`config.mk`:
```
export PLATFORM = sky130hd
export DESIGN_NAME = gate_sweep_timer
export DESIGN_NICKNAME = d
export VERILOG_FILES = /design/src/rtl/gate_sweep_timer.sv
export SDC_FILE = /design/constraint.sdc
export NUM_CORES = 1
export LEC_CHECK = 0
export CAP_MARGIN = 20
export CORE_AREA = 2 2 39 41
export CTS_CLUSTER_DIAMETER = 60
export CTS_CLUSTER_SIZE = 16
export DETAILED_ROUTE_END_ITERATION = 10
export DIE_AREA = 0 0 41 43
export GPL_ROUTABILITY_DRIVEN = 1
export PLACE_DENSITY = 0.36
export SLEW_MARGIN = 20
export SYNTH_ARGS = -nofsm -noshare
export SYNTH_HDL_FRONTEND = slang
export SYNTH_SLANG_ARGS = --single-unit
```
`constraint.sdc`:
```
create_clock -name clk -period 2.85 [get_ports clk]
set_clock_uncertainty 0.05 [all_clocks]
set_input_delay 0.285 -clock clk [delete_from_list [all_inputs] [get_ports clk]]
set_output_delay 0.285 -clock clk [all_outputs]
set_load 0.05 [all_outputs]
```
`src/rtl/gate_sweep_timer.sv`:
```
// Loadable down-counter timing the settle interval of each vector.
module gate_sweep_timer #(
    parameter int W = 2
) (
    input  logic         clk,
    input  logic         reset,
    input  logic         i_load,
    input  logic [W-1:0] i_load_val,
    output logic         o_zero
);

    logic [W-1:0] r_cnt;

    // Load on request, otherwise count down and park at zero.
    always_ff @(posedge clk) begin
        if (reset) begin
            r_cnt <= '0;
        end else if (i_load) begin
            r_cnt <= i_load_val;
        end else if (r_cnt != '0) begin
            r_cnt <= r_cnt - W'(1);
        end
    end

    assign o_zero = (r_cnt == '0);

endmodule

```
# ---- After elaboration in Yosys (flattened, before gate mapping)
# Index checks and enable logic that the tools add are counted.
dict set report word_totals {
  in_bits 5
  out_inout_bits 1
  ff_bits 2
}
dict set report classes {
  n_reduce_logical 3
  n_addsub 1
  mux 2
}
# cell count
set op_table {}
lappend op_table {{2-to-1 mux 2 bit} 2}
lappend op_table {{nonzero test 2 bit} 2}
lappend op_table {{logical NOT 2 bit} 1}
lappend op_table {{subtractor 2 x 1 -> 2 bit, second input constant} 1}

# ---- Longest topological paths before layout
dict set report logic_depth {
  word_depth 3
  depth_mapped 4
  mapped_depth_nobuf 4
}

# ---- Worst setup path after synthesis
# Ideal clock, no wire load.
dict set report synth_timing {
  path_type {register to register}
  from {register r_cnt[0]}
  to {register r_cnt[1]}
  setup_time_ps 96
  arrival_ps 1256
  required_ps 2704
  slack_ps 1448
  path_stages_with_launch 5
  synth_period_minus_slack_ps 1402
  path_cell_list {dfxtp_1 > inv_1 > ha_1 > and2b_1 > o41ai_2}
}
dict set report synth_between {
  elab_chain_len 3
}
# element line
set synth_lines {}
lappend synth_lines {{start, declared} 12} ;# logic [W-1:0] r_cnt;
lappend synth_lines {{start signal, assigned} 19} ;# r_cnt <= i_load_val;
lappend synth_lines {{start signal, assigned} 21} ;# r_cnt <= r_cnt - W'(1);
lappend synth_lines {{subtractor 2 x 1 -> 2 bit} 21}
lappend synth_lines {{2-to-1 mux 2 bit} 20} ;# end else if (r_cnt != '0) begin
lappend synth_lines {{2-to-1 mux 2 bit} 18} ;# end else if (i_load) begin
# Several ways; a longest one is shown, not always the timed one. The select of a mux whose other input is x is not followed.
# A chain may end at the register's enable or synchronous reset.

# ---- Worst setup path in the final report
dict set report layout_timing {
  from {register r_cnt[0]}
  to {output o_zero}
}
dict set report layout_between {
  elab_chain_len 1
}
# element line
set layout_lines {}
lappend layout_lines {{logical NOT 2 bit} 25} ;# assign o_zero = (r_cnt == '0);
lappend layout_lines {{end, declared} 9} ;# output logic o_zero
# Every way passes these cells.

==> metrics <==
drt wl/cell=7.72 um; cts repair resizes=0; CP delay by family, top=buffers and inverters; most frequent cells in the layout=5 x clkdlybuf4s50_1, 3 x clkbuf_4, 2 x inv_1, 2 x nand3b_1, 2 x dfxtp_1; CTS buffer count=3; Seq/Total Area, Yosys=0.330; Worst Hold Class=reg -> reg; NetSw=37.6 uW; detailed router's first-iteration violation count=7; dpl cells=33; Post-Syn Area per Cell=just over 10 um2; Reg area=approximately 40 um2; Initial DRT Pass Iterations=4; Largest regs=r_cnt (2); initial antenna violation count=0; Slew HR=0.674; first-pass GRT wire length=just over 500 um; Max stage delay on crit path=between 0.8 and 0.9 ns; CP Class=reg -> out; synthesized area=roughly 120 um2; CTS clock-pin slew for the worst setup and hold paths=approximately 0.03 ns; switching share of power=0.280; P_leak=around 0.085 nW; sequential share of power=0.249; Worst Path Buf+Inv=2; post-CTS setup buffer count=0; H-tree depth=1; Remaining Overflow, GRT=0; Die Ht=~43 um; WP data arrival=about 1.6 ns; vias in the first global route=125; Post-CTS Hold Fix Bufs=0; drt total wl=approximately 280 um; Gate Count Post-Synth=12; maximum VDD drop=roughly 180 uV; RSZ-0062 raised after global routing=no; CTS sink cnt=2; HP Start=r_cnt[0]; CTS tree=yes; gr usage total=0.0511; layout cells sized above 1=0.200; Worst-Skew Late Latency=about 0.22 ns; non-filler cells, final=36; RD Place Congestion=0.618; detailed-route DRC error count=0; Startpoint Class=flip-flop; via/cell ratio=~3.2; Worst R2R Start=r_cnt[0]; Setup crit end kind=output pin; crit-path cells=inv_1 > ha_1 > clkdlybuf4s50_1; final setup fails=0; detailed placement HPWL=approximately 220 um; filler cell count in the final layout=~160; die width=approximately 41 um; Initial Util=0.0877; synth warn=0; Setup crit start=r_cnt[0]; die area=around 0.0018 mm2; number of synthesized register bits=2; Syn Nets=18; pin count of the biggest net entering global routing=5; Root Driver=clkbuf_4; Int Pwr=~97 uW; largest register by flop count=r_cnt; max FFs per register=2; clock network power share=0.457; Slowest cell on crit path=clkdlybuf4s50_1; Max Root-Sink Buffers=2; count of cell types in the netlist=9; antenna viol nets, final=0; max-slew violations=0; status=finished clean; most common cell after layout, fill and taps aside=clkdlybuf4s50_1; TNS Setup=0 ns; FP Rows=14; Placeable Area=roughly 0.0014 mm2; Area growth syn-to-layout=76.3%; P per Cell Area=around 630 mW/mm2; # IOs=6; area of the multi-input gates=approximately 74 um2; MaxCap Viol Count=0; worst endpoint required time=about 2.5 ns; post-layout minimum cycle time=roughly 2.0 ns; combinational power share=0.294; Final Hold Fails=0; CP Max Fanout=4; input/output buffers=5; Diodes inserted=0; Fmax achieved=between 0.5 and 0.6 GHz; nets=28; Slew @ Worst Pin=between 0.4 and 0.5 ns; via count=115; Tcrit/Tclk final=0.685
-- cells by family (layout without fill, tap and decap cells) --
group | Yosys count | in the layout | synth area share
DFF | 2 | 2 | 0.330
AOI/OAI and AO/OA | 2 | 2 | 0.196
and+or+nand+nor | 4 | 4 | 0.237
adders and majority gates | 1 | 1 | 0.103
xor gates and xnor gates | 1 | 1 | 0.0722
buffers and inverters | 2 | 10 | 0.0619
-- power by group through the flow --
stage	clock network (mW)	registers, mW	logic, mW
global placement	0	0.0335	0.0383
floorplan	0	0.0334	0.0263
finish	0.0613	0.0333	0.0395
CTS	0.0656	0.0334	0.0406
global route	0.0709	0.0338	0.0440
detailed placement	0	0.0338	0.0400
-- final timing paths --
path,endpoint,slack [ns],cells past startpoint
worst max-delay path,o_zero,0.90,3
worst min-delay path,r_cnt[0],0.56,2
worst max register to register,r_cnt[1],1.65,4
worst min register to register,r_cnt[0],0.56,2
-- metal layers --
metal	share of wire	vias to the layer above	global-route usage
met5	0	-	0
met4	0	0	0.0600
met3	0.12	0	0.0471
met2	0.36	6	0.0500
met1	0.52	50	0.0541
li1	-	59	-
-- metrics by stage --
step	worst slack, ns	hold WS, ns	util	cell area, um2	total power [mW]
4_1_cts	0.869	0.564	0.155	214	0.140
3_3_place_gp	1.15	0.518	0.138	191	0.0717
5_1_grt	0.794	0.582	0.155	214	0.149
6_report	0.899	0.556	0.155	214	0.134
3_5_place_dp	1.11	0.546	0.138	191	0.0739
2_1_floorplan	1.45	0.336	-	121	0.0597
-- layout make-up --
| cell class | instances | area share |
|---|---|---|
| Multi-Input combinational cell | 8 | 0.345 |
| Timing Repair Buffer | 5 | 0.234 |
| Sequential cell | 2 | 0.187 |
| Clock buffer | 3 | 0.105 |
| Tap cell | 16 | 0.0936 |
| Inverter | 2 | 0.0351 |
-- cell usage after synthesis, drive strengths merged --
library cell / n / area (um2)
dfxtp: 2 / 40.0
inv: 2 / 7.51
nand3b: 2 / 15.0
and2b: 1 / 7.51
ha: 1 / 12.5
nor2b: 1 / 6.26
o31ai: 1 / 7.51
o41ai: 1 / 16.3
xor2: 1 / 8.76
-- worst min-delay path: cells and delay by family, from the launching register on --
kind,cells,cell delay (ns)
flip-flops,1,0.31
XOR/XNOR,1,0.16
AO/OA/AOI/OAI,1,0.08
Note: power is estimated with default switching activity, not from simulation.
